===== src/rtl/mem_stage_lsu.sv =====
// Memory stage of the 5-stage pipeline: load/store unit over a req/ack data bus
// with alignment, sign extension, timeout abort and the MEM/WB pipeline register.
module mem_stage_lsu #(
  parameter int TIMEOUT = 16,
  parameter int CNT_W   = 5
) (
  input  logic        clk,
  input  logic        rst,
  input  logic [31:0] ALUResultM,
  input  logic [31:0] WriteDataM,
  input  logic [4:0]  RdM,
  input  logic [31:0] PCPlus4M,
  input  logic        ResultSrcM,
  input  logic        RegWriteM,
  input  logic        MemWriteM,
  input  logic [2:0]  Funct3M,
  output logic        dmem_req,
  output logic        dmem_we,
  output logic [31:0] dmem_addr,
  output logic [31:0] dmem_wdata,
  output logic [3:0]  dmem_be,
  input  logic        dmem_ack,
  input  logic [31:0] dmem_rdata,
  output logic        StallM,
  output logic        MisalignM,
  output logic        BusErrM,
  output logic [31:0] ALUResultW,
  output logic [31:0] ReadDataW,
  output logic [4:0]  RdW,
  output logic [31:0] PCPlus4W,
  output logic        ResultSrcW,
  output logic        RegWriteW
);

  typedef enum logic [1:0] {
    IDLE = 2'b00,
    BUSY = 2'b01,
    DONE = 2'b10
  } state_t;

  state_t r_state;
  state_t w_nextState;

  logic             w_memOp;
  logic             w_isByte;
  logic             w_isHalf;
  logic             w_unsigned;
  logic             w_misaligned;
  logic             w_issue;
  logic             w_timeout;
  logic [3:0]       w_be;
  logic [31:0]      w_wdata;
  logic [7:0]       w_byte;
  logic [15:0]      w_half;
  logic [31:0]      w_loadData;

  logic [CNT_W-1:0] r_cnt;
  logic             r_aborted;
  logic [31:0]      r_loadData;

  // Funct3 codes other than B/H/BU/HU fall into the word path.
  assign w_memOp      = ResultSrcM | MemWriteM;
  assign w_isByte     = (Funct3M[1:0] == 2'b00);
  assign w_isHalf     = (Funct3M[1:0] == 2'b01);
  assign w_unsigned   = Funct3M[2];
  assign w_misaligned = w_isHalf ? ALUResultM[0]
                                 : (!w_isByte && (ALUResultM[1:0] != 2'b00));
  assign w_issue      = w_memOp && !w_misaligned;
  assign w_timeout    = (TIMEOUT > 0) && (r_cnt == CNT_W'(TIMEOUT - 1));

  always_comb begin
    w_be    = 4'hF;
    w_wdata = WriteDataM;
    if (w_isByte) begin
      w_be    = 4'b0001 << ALUResultM[1:0];
      w_wdata = {4{WriteDataM[7:0]}};
    end else if (w_isHalf) begin
      w_be    = 4'b0011 << {ALUResultM[1], 1'b0};
      w_wdata = {2{WriteDataM[15:0]}};
    end
  end

  always_comb begin
    w_byte = dmem_rdata[7:0];
    case (ALUResultM[1:0])
      2'b00:   w_byte = dmem_rdata[7:0];
      2'b01:   w_byte = dmem_rdata[15:8];
      2'b10:   w_byte = dmem_rdata[23:16];
      default: w_byte = dmem_rdata[31:24];
    endcase
    w_half     = ALUResultM[1] ? dmem_rdata[31:16] : dmem_rdata[15:0];
    w_loadData = dmem_rdata;
    if (w_isByte) begin
      w_loadData = w_unsigned ? {24'b0, w_byte} : {{24{w_byte[7]}}, w_byte};
    end else if (w_isHalf) begin
      w_loadData = w_unsigned ? {16'b0, w_half} : {{16{w_half[15]}}, w_half};
    end
  end

  always_ff @(posedge clk or negedge rst) begin
    if (!rst) begin
      r_state <= IDLE;
    end else begin
      r_state <= w_nextState;
    end
  end

  always_comb begin
    w_nextState = r_state;
    StallM      = 1'b0;
    case (r_state)
      IDLE: begin
        if (w_issue) begin
          w_nextState = BUSY;
          StallM      = 1'b1;
        end
      end
      BUSY: begin
        StallM = 1'b1;
        if (dmem_ack || w_timeout) begin
          w_nextState = DONE;
        end
      end
      DONE:    w_nextState = IDLE;
      default: w_nextState = IDLE;
    endcase
  end

  // The EX/MEM inputs stay frozen by StallM until DONE, so DONE writes back
  // the same instruction that was issued.
  always_ff @(posedge clk or negedge rst) begin
    if (!rst) begin
      dmem_req   <= 1'b0;
      dmem_we    <= 1'b0;
      dmem_addr  <= 32'b0;
      dmem_wdata <= 32'b0;
      dmem_be    <= 4'b0;
      MisalignM  <= 1'b0;
      BusErrM    <= 1'b0;
      ALUResultW <= 32'b0;
      ReadDataW  <= 32'b0;
      RdW        <= 5'b0;
      PCPlus4W   <= 32'b0;
      ResultSrcW <= 1'b0;
      RegWriteW  <= 1'b0;
      r_cnt      <= '0;
      r_aborted  <= 1'b0;
      r_loadData <= 32'b0;
    end else begin
      MisalignM <= 1'b0;
      BusErrM   <= 1'b0;
      case (r_state)
        IDLE: begin
          if (w_issue) begin
            dmem_req   <= 1'b1;
            dmem_we    <= MemWriteM;
            dmem_addr  <= {ALUResultM[31:2], 2'b00};
            dmem_wdata <= w_wdata;
            dmem_be    <= w_be;
            r_cnt      <= '0;
            r_aborted  <= 1'b0;
            r_loadData <= 32'b0;
            RegWriteW  <= 1'b0;
          end else begin
            MisalignM  <= w_memOp;
            ALUResultW <= ALUResultM;
            ReadDataW  <= 32'b0;
            RdW        <= RdM;
            PCPlus4W   <= PCPlus4M;
            ResultSrcW <= ResultSrcM;
            RegWriteW  <= RegWriteM & ~w_memOp;
          end
        end
        BUSY: begin
          RegWriteW <= 1'b0;
          if (dmem_ack) begin
            dmem_req <= 1'b0;
            if (ResultSrcM) begin
              r_loadData <= w_loadData;
            end
          end else if (w_timeout) begin
            dmem_req  <= 1'b0;
            BusErrM   <= 1'b1;
            r_aborted <= 1'b1;
          end else begin
            r_cnt <= r_cnt + 1'b1;
          end
        end
        DONE: begin
          ALUResultW <= ALUResultM;
          ReadDataW  <= r_loadData;
          RdW        <= RdM;
          PCPlus4W   <= PCPlus4M;
          ResultSrcW <= ResultSrcM;
          RegWriteW  <= RegWriteM & ~r_aborted;
        end
        default: begin
          RegWriteW <= 1'b0;
        end
      endcase
    end
  end

endmodule


===== config.mk =====
export PLATFORM = sky130hd
export DESIGN_NAME = mem_stage_lsu
export DESIGN_NICKNAME = d
export VERILOG_FILES = /design/src/rtl/mem_stage_lsu.sv
export SDC_FILE = /design/constraint.sdc
export NUM_CORES = 1
export LEC_CHECK = 0
export CORE_MARGIN = 4
export CORE_UTILIZATION = 45
export DETAILED_ROUTE_END_ITERATION = 7
export MAX_ROUTING_LAYER = met4
export PLACE_DENSITY = 0.91
export SLEW_MARGIN = 40
export SYNTH_ARGS = -nofsm -noshare
export SYNTH_HDL_FRONTEND = slang
export SYNTH_SLANG_ARGS = --single-unit

===== constraint.sdc =====
create_clock -name clk -period 2.7 [get_ports clk]
set_clock_uncertainty 0.15 [all_clocks]
set_input_delay 0.54 -clock clk [delete_from_list [all_inputs] [get_ports clk]]
set_output_delay 0.54 -clock clk [all_outputs]
set_load 0.01 [all_outputs]

==> results of run 1 <==
==> synth_stat cells, types with 2 or more instances <==
| cell type | count | share of area [%] |
|---|---|---|
| mux2i_1 | 26 | 2.9 |
| o221ai_1 | 2 | 0.20 |
| o21ai_0 | 38 | 2.1 |
| nand3_1 | 6 | 0.34 |
| and2_1 | 2 | 0.14 |
| inv_1 | 2 | 0.084 |
| buf_2 | 21 | 1.2 |
| a21oi_1 | 12 | 0.68 |
| mux4_2 | 7 | 1.8 |
| buf_1 | 5 | 0.21 |
| nor2_1 | 34 | 1.4 |
| nand2_1 | 175 | 7.4 |
| nand2b_1 | 4 | 0.28 |
| o211ai_1 | 7 | 0.59 |
| mux2_1 | 14 | 1.8 |
| ha_1 | 2 | 0.28 |
| a221o_1 | 16 | 1.8 |
| a22o_1 | 34 | 3.3 |
| a31oi_1 | 8 | 0.56 |
| and4_1 | 2 | 0.20 |
| nand4_1 | 3 | 0.21 |
| mux2_4 | 9 | 1.5 |
| clkbuf_1 | 21 | 0.89 |
| xor2_1 | 3 | 0.30 |
| or2_2 | 2 | 0.14 |
| dfrtp_1 | 213 | 60 |
| o22ai_1 | 8 | 0.56 |
| buf_6 | 2 | 0.25 |
| nor3b_1 | 2 | 0.17 |
| a21o_1 | 8 | 0.68 |
| buf_4 | 7 | 0.59 |
| mux2_2 | 48 | 6.1 |
==> power breakdown <==
| part | total [µW] | switching (µW) | internal (µW) |
|---|---|---|---|
| Combinational | 4120 | 1810 | 2310 |
| Sequential | 4640 | 542 | 4100 |
| Clock | 3060 | 1220 | 1830 |
| Total | 11800 | 3580 | 8250 |
==> final timing paths <==
path / startpoint / endpoint
worst max-delay path: Funct3M[1] / StallM
worst min-delay path: dmem_addr[23]$_DFFE_PN0P_ / dmem_addr[23]$_DFFE_PN0P_
worst max register to register: r_cnt[0]$_DFFE_PN0P_ / r_cnt[3]$_DFFE_PN0P_
worst min register to register: dmem_addr[23]$_DFFE_PN0P_ / dmem_addr[23]$_DFFE_PN0P_
max in group asynchronous: rst / r_cnt[2]$_DFFE_PN0P_
min in group asynchronous: rst / dmem_addr[16]$_DFFE_PN0P_
==> final cells by class <==
class / count / area [µm²] / area share, %
diodes: 2 / 5.00 / 0.0378
clock buffers: 33 / 683 / 5.16
clock inverters: 4 / 51.3 / 0.387
inverters: 3 / 11.3 / 0.0850
multi-input cells: 488 / 3300 / 24.9
flip-flops and latches: 213 / 5330 / 40.2
well taps: 265 / 332 / 2.50
repair buffers: 351 / 3540 / 26.7
==> logic make-up after synthesis <==
logic type / Yosys count / share of synthesized area [%]
multiplexers: 104 / 14.1
buffers and inverters: 59 / 3.25
AND/OR/NAND/NOR: 238 / 11.0
XOR/XNOR: 4 / 0.394
flip-flops: 213 / 59.9
adder cells (fa/ha/maj): 2 / 0.281
AO/OA/AOI/OAI: 138 / 11.1
other: 1 / 0.0422
==> worst max-delay path, delay by kind of cell <==
kind / cells / cell delay (ns)
simple gates: 3 / 0.45
compound gates: 1 / 0.20
buf+inv: 2 / 0.66
==> flip-flops by register name (all words and copies together) (netlist names) <==
register / cells
ALUResultW: 32
r_aborted: 1
r_loadData: 32
PCPlus4W: 32
RegWriteW: 1
dmem_we: 1
dmem_addr: 30
dmem_wdata: 32
MisalignM: 1
dmem_be: 4
r_state: 2
r_cnt: 5
RdW: 5
BusErrM: 1
ReadDataW: 32
dmem_req: 1
ResultSrcW: 1
==> timing repair <==
action	in CTS	in global routing
endpoints found under the hold margin	55	0
setup endpoints to repair	1	1
resized for setup	3	2
hold buffers	1	0
==> routing by layer <==
| metal | wire (µm) | GRT usage, % | part of all wire [%] |
|---|---|---|---|
| met5 | 0 | - | 0 |
| met4 | 973 | 8.45 | 3.5 |
| met3 | 2100 | 4.91 | 7.6 |
| met2 | 14000 | 42.5 | 50 |
| met1 | 10700 | 30.9 | 38 |
==> through the flow <==
stage               utilization (%)  instance area, µm²  hold slack (ns)  total power, µW  cells
floorplan                         -                8900           0.0944             6320    760
global placement               64.2               12500            0.307             8620   1319
detailed placement             64.2               12500            0.311             8800   1319
CTS                            68.0               13200            0.326            11900   1357
global route                   68.1               13200            0.352            12400   1359
finish                         68.1               13200            0.322            11800   1359
==> metrics, run 1 <==
max-cap violations 0; status finished, final reports clean; ys async rst share 100%; Max clock buf depth 3; most frequent cells in the layout 313 x clkdlybuf4s50_1, 213 x dfrtp_1, 175 x nand2_1; Slew Viols, Final 0; Fmax 393 MHz; LEAKAGE 0.00594 µW; average size of a mapped cell 11.7 µm²; synthesized instance count 759; # rows 51; Final Net Count 1223; most common cell after layout, fill and taps aside clkdlybuf4s50_1; worst reg2reg setup slack 0.53 ns; startpoint types primary input; Top Ports 318; crit path setup slack, layout 0.154 ns; Req. time, crit path 2.01 ns; final setup TNS 0 ns; CTS tree built; GRT overflow 0; Crit Path Class in2out; CTS Buf Count 22; P&R area growth vs syn 48.9%; RSZ-0062 raised after global routing no; routed vias 7254; hold violation count in the final report 0; layout cells sized above 1 13.2%; largest net degree at the start of global routing 62; clk sinks 213; Critical Path Max Stage Delay 0.47 ns; H-tree levels 1; clock-pin slew on the worst setup and hold paths 0.06 ns; post-route ant nets 0; Ys Warns 0; Primary FF master, synth dfrtp_1; Hold Path Depth 2; dpl hpwl 19.8 mm; worst hold path class reg2reg; DR pass1 iterations 6; vias in the first global route 7562; crit-path cells clkdlybuf4s50_1 -> o21ai_2 -> and4_2 -> nor2_4 -> nor2_1 -> clkbuf_2; Clock Tree Root clkbuf_16; initial core utilization 45.7%; first-pass GRT wire length 42.9 mm; DRT iter0 DRCs 403; # setup viols final 0; PortBufs 315; Slowest cell on crit path clkdlybuf4s50_1; Mapped Area 8900 µm²; chip height 149 µm; WL/cell 20.4 µm; DR vias/cell 5.34; sequential share of the synthesized area 59.9%; crit path DAT 1.86 ns; filler cell count in the final layout 1352; DRT Wirelength 27.7 mm; pre-CTS setup slack -0.343 ns; Core ar. 19500 µm²; Tmin final 2.55 ns; Total Routing Usage GR 25.3%; Post-synth EDFFs 0; Worst Tran Pin Value 0.688 ns; DRC errors left 0; worst vdd ir 0.469 mV; Pwr Density 893 nW/µm²; setup bufs post-CTS 0; Die Wd 149 µm; post-synthesis register bit count 213; CP Capture Type output pin; die area 22100 µm²; part of the cycle the worst path needs 94.3%; initial antenna violation count 2; Skew-Pair Late Insertion Delay 0.50 ns; routability cong. 0.850; synth unique cells 48; r2r worst-path depth 7; Slew headroom 54.1%; worst-path fanout max 4
Note: power is estimated with default switching activity, not from simulation.
==> run 2, diff against run 1 <==
CELL_PAD_IN_SITES_DETAIL_PLACEMENT = 1   (was unset)
CELL_PAD_IN_SITES_GLOBAL_PLACEMENT = 1   (was unset)
CORE_MARGIN = 2   (was 4)
CORE_UTILIZATION = 35   (was 45)
MAX_ROUTING_LAYER = unset   (was met4)
PLACE_DENSITY = 0.92   (was 0.91)
==> metrics, run 2 (synthesis results as in run 1) <==
status finished, final reports clean (unchanged); DRC errors left 0 (unchanged); LEAKAGE 0.00600 µW (was 0.00594 µW); max-cap violations 0 (unchanged); routed vias 7434 (was 7254); Pwr Density 918 nW/µm² (was 893 nW/µm²); PortBufs 315 (unchanged); critical path launch point Funct3M[0] (was Funct3M[1]); WHS 0.324 ns (was 0.322 ns); initial antenna violation count 1 (was 2); Hold Startpoint dmem_addr[21]$_DFFE_PN0P_ (was dmem_addr[23]$_DFFE_PN0P_); CTS tree built (unchanged); CP Capture Type output pin (unchanged); largest net degree at the start of global routing 65 (was 62); # rows 58 (was 51); part of the cycle the worst path needs 99.5% (was 94.3%); clk sinks 213 (unchanged); Top Ports 318 (unchanged); Tmin final 2.69 ns (was 2.55 ns); Total Routing Usage GR 23.4% (was 25.3%); startpoint types primary input (unchanged); vias in the first global route 8225 (was 7562); worst-path fanout max 2 (was 4); hold violation count in the final report 0 (unchanged); Req. time, crit path 2.01 ns (about the same); Slew Viols, Final 0 (unchanged); CP delay by family, top buffers and inverters (unchanged); # setup viols final 0 (unchanged); Slowest cell on crit path clkdlybuf4s50_1 (unchanged); Crit Path Class in2out (unchanged); chip height 163 µm (was 149 µm); DRT Wirelength 31.3 mm (was 27.7 mm); P&R area growth vs syn 51.2% (was 48.9%); crit path DAT 2.00 ns (was 1.86 ns); Slew headroom 52.2% (was 54.1%); WL/cell 21.9 µm (was 20.4 µm); most common cell after layout, fill and taps aside clkdlybuf4s50_1 (unchanged); worst vdd ir 0.556 mV (was 0.469 mV); Skew-Pair Late Insertion Delay 0.51 ns (was 0.50 ns); CTS Buf Count 25 (was 22); placed inst area 12600 µm² (was 12500 µm²); Die Wd 163 µm (was 149 µm); Buf/Inv on CP 2 (unchanged); clock-pin slew on the worst setup and hold paths 0.05 ns (was 0.06 ns); worst hold path class reg2reg (unchanged); Final Net Count 1224 (was 1223); crit-path cells clkdlybuf4s50_1 -> o21ai_2 -> and4_4 -> nor2_4 -> nor2_1 -> dlygate4sd2_1 (was clkdlybuf4s50_1 -> o21ai_2 -> and4_2 -> nor2_4 -> nor2_1 -> clkbuf_2); GRT overflow 0 (unchanged); DRT iter0 DRCs 409 (was 403); initial core utilization 35.5% (was 45.7%); Worst Tran Pin Value 0.714 ns (was 0.688 ns); Max clock buf depth 3 (unchanged); Critical Path Max Stage Delay 0.48 ns (was 0.47 ns); most frequent cells in the layout 312 x clkdlybuf4s50_1, 213 x dfrtp_1, 175 x nand2_1 (was 313 x clkdlybuf4s50_1, 213 x dfrtp_1, 175 x nand2_1); die area 26700 µm² (was 22100 µm²); dpl hpwl 22.5 mm (was 19.8 mm); post-route ant nets 0 (unchanged); Core ar. 25000 µm² (was 19500 µm²); Post-Layout Inst Area 13500 µm² (was 13200 µm²); DR pass1 iterations 4 (was 6); routability cong. 0.845 (was 0.850); DR vias/cell 5.20 (was 5.34); layout cells sized above 1 13.4% (was 13.2%); first-pass GRT wire length 48.3 mm (was 42.9 mm); H-tree levels 1 (unchanged); final setup TNS 0 ns (unchanged); Clock Tree Root clkbuf_16 (unchanged); Crit Reg-Reg Startpoint r_cnt[0]$_DFFE_PN0P_ (unchanged); Fmax 372 MHz (was 393 MHz)
[run 2: changes by cell type in the layout (fill, tap and decap cells not counted), sizes merged]
cell / delta
clkdlybuf4s50: -1
diode: -1
bufinv: +3
dlygate4sd2: +1
clkbuf: -1
clkinv: +4
[run 2: path summary, 6_finish.rpt]
check | endpoint | slack [ns] | cells past startpoint
worst max-delay path | StallM | 0.01 | 6
worst min-delay path | dmem_addr[21]$_DFFE_PN0P_ | 0.32 | 2
worst max register to register | r_cnt[3]$_DFFE_PN0P_ | 0.45 | 7
worst min register to register | dmem_addr[21]$_DFFE_PN0P_ | 0.32 | 2
max in group asynchronous | dmem_addr[2]$_DFFE_PN0P_ | 1.26 | 3
min in group asynchronous | dmem_addr[14]$_DFFE_PN0P_ | 0.41 | 2
[run 2: per-layer routing]
metal	wire length (µm)	track usage [%]	up-vias
met5	0	0	-
met4	1340	9.09	0
met3	2040	4.75	84
met2	16200	42.0	312
met1	11800	27.4	3745
li1	-	-	3293
[run 2: metrics by stage]
step | total power [µW] | cells | setup WS, ns | util, %
final | 12400 | 1429 | 0.0133 | 53.7
after detailed placement | 8930 | 1381 | -0.266 | 50.3
after floorplan | 6320 | 760 | 0.337 | -
after CTS | 12500 | 1427 | 0.00975 | 53.7
after global placement | 8670 | 1381 | -0.226 | 50.3
after global routing | 13000 | 1429 | -0.0133 | 53.7
[run 2: final cells by class]
type                    instances  area (µm²)
well taps                     330         413
diodes                          1        2.50
clock buffers                  34         689
fillers                      2612       11600
repair buffers                349        3550
inverters                       3        11.3
flip-flops and latches        213        5330
clock inverters                11         158
multi-input cells             488        3300
[run 2: power by group]
group          total (µW)  internal [µW]  switching, µW
clock network        3480           2160           1320
registers            4670           4100            566
logic                4200           2310           1890
total               12400           8580           3780
[run 2: what timing repair did]
item / 4_1_cts / 5_1_grt
hold buffers: 1 / 0
endpoints found under the setup margin: 1 / 1
setup buffers: 0 / 1
pin swaps: 1 / 1
resized for setup: 1 / 1
hold endpoints to repair: 61 / 0
[run 2: worst reg2reg max path, cell delays in order (launching register included)]
cell	delay, ns
dfrtp_1	0.41
ha_1	0.22
and3_1	0.18
ha_1	0.22
nor4b_1	0.52
nand4_1	0.20
xor2_1	0.16
nor2_1	0.05
==> patch (config.mk and constraints of run 1) <==
Re-encode `state_t` (3 states) as one-hot, 3 bits wide.
--- a/src/rtl/mem_stage_lsu.sv
+++ b/src/rtl/mem_stage_lsu.sv
@@ -32,10 +32,10 @@
   output logic        RegWriteW
 );
 
-  typedef enum logic [1:0] {
-    IDLE = 2'b00,
-    BUSY = 2'b01,
-    DONE = 2'b10
+  typedef enum logic [2:0] {
+    IDLE = 3'b001,
+    BUSY = 3'b010,
+    DONE = 3'b100
   } state_t;
 
   state_t r_state;
Function: same outputs for any inputs over 4 cycles, from zero or initial values and one cycle with rst low; so few cycles prove little.
==> patch against run 1 <==
Sequential cell count increased by 1; wire length increased by 37%; synthesized cell count rose by 56%; worst setup slack lost 35 ps; non-clock buffer count grew 3; fmax fell by 1.3%; die area rose by 29%; power increased by 43%; register-to-register slack got worse by 320 ps; area after synthesis rose by 31%; sequential power increased by 16%; final area increased by 21%; count of clock-buffer cells in the layout down 2; critical path type is now reg2out; largest cell class is now multi-input gates; largest power group is now combinational logic.
==> patch: results (changes against run 1) <==
run_status: "finished clean"
layout-drive-gt1-share_pct: 10.77  # -2.4 points
worst-path-max-fanout: 12  # +8
grt_use_met3_pct: 4.811  # -0.095 points
ff2ff_path_depth: 6  # -1
yosys-top-cells-count: "213 x dfrtp_1, 101 x o211ai_1, 86 x clkbuf_1"
place_ws_ps: -115.1  # +228.1 ps
nFillCells: 1965  # +45%
drt_iter0_drc: 1343  # +230%
grtUsageMet1_pct: 33.61  # +2.7 points
cp_slowest_cell: "dfrtp_4"
wl_per_cell_um: 21.39  # +4.9%
wl_met2_mm: 18.31  # +31%
grt_first_pass_wirelength_mm: 60.45  # +41%
hpwl_mm: 24.80  # +25%
track_usage_pct: 26.27  # +0.97 points
reg2reg_slack_ps: 210  # -320 ps
crit_family: "flip-flops"
met1_length_mm: 14.81  # +39%
timing.slew.headroom_pct: 44.81  # -9.3 points
seq_area_frac_synth_pct: 45.89  # -14 points
drt_pass1_iterations: 5  # -1
synth_area_leaders: "dfrtp_1 46%, o211ai_1 6.5%, a2bb2oi_1 5.6%"
clock_latency_ps: 520  # +20 ps
peakVddDrop_uv: 786.2  # +68%
hold_ws_ps: 325.9  # +3.599 ps
ys_types: 57  # +19%
leakage_uw: 0.006729  # +13%
grtUsageMet2_pct: 41.57  # -0.96 points
antenna_found_initial: 1  # -1
wl_met3_mm: 3.076  # +46%
vias: 11140  # +54%
max_stage_delay_ps: 570  # +100 ps
cts_buffers: 25  # +14%
layout.nets: 1574  # +29%
patch: path summary, 6_finish.rpt:
check / startpoint / endpoint
max: r_state[2] / StallM
min: dmem_wdata[8] / dmem_wdata[8]
max reg2reg: r_state[2] / ReadDataW[14]
min reg2reg: dmem_wdata[8] / dmem_wdata[8]
max in group asynchronous: rst / r_state[0]
min in group asynchronous: rst / dmem_wdata[20]
patch: cell type report:
class / count / share of cell area (%)
Sequential cell: 214 / 33.49
Antenna cell: 1 / 0.01562
Clock buffer: 31 / 4.169
Inverter: 11 / 0.2577
Tap cell: 330 / 2.577
Multi-Input combinational cell: 824 / 35.74
Timing Repair Buffer: 354 / 22.45
Clock inverter: 14 / 1.296
patch: kinds of logic (layout without fill, tap and decap cells):
family	Yosys count	after routing	synth area share (%)
other cells	1	3	0.03213
compound gates	392	392	24.75
simple gates	352	352	15.94
mux	73	73	7.482
buf+inv	146	410	5.467
fa+ha+maj	2	2	0.2144
xor+xnor	3	3	0.2251
flops	214	214	45.89
patch: power groups by stage:
| stage | registers [uW] | logic [uW] | clock network [uW] |
|---|---|---|---|
| finish | 5360 | 7900 | 3640 |
| global placement | 5260 | 7560 | 0 |
| global route | 5510 | 8510 | 3830 |
| CTS | 5340 | 7880 | 3690 |
| detailed placement | 5370 | 7830 | 0 |
| floorplan | 5650 | 3900 | 0 |
patch: what timing repair did:
item / 4_1_cts / 5_1_grt
hold buffers: 1 / 0
endpoints found under the setup margin: 1 / 0
gates resized for setup: 1 / 0
hold endpoints to repair: 41 / 0
patch: through the flow:
stage	TNS [ps]	instance area, sq um	cells
after detailed placement	-1900	15110	1731
final	0	16030	1779
after CTS	0	15990	1777
after global routing	0	16030	1779
after floorplan	0	11680	1184
after global placement	-1259	15100	1731
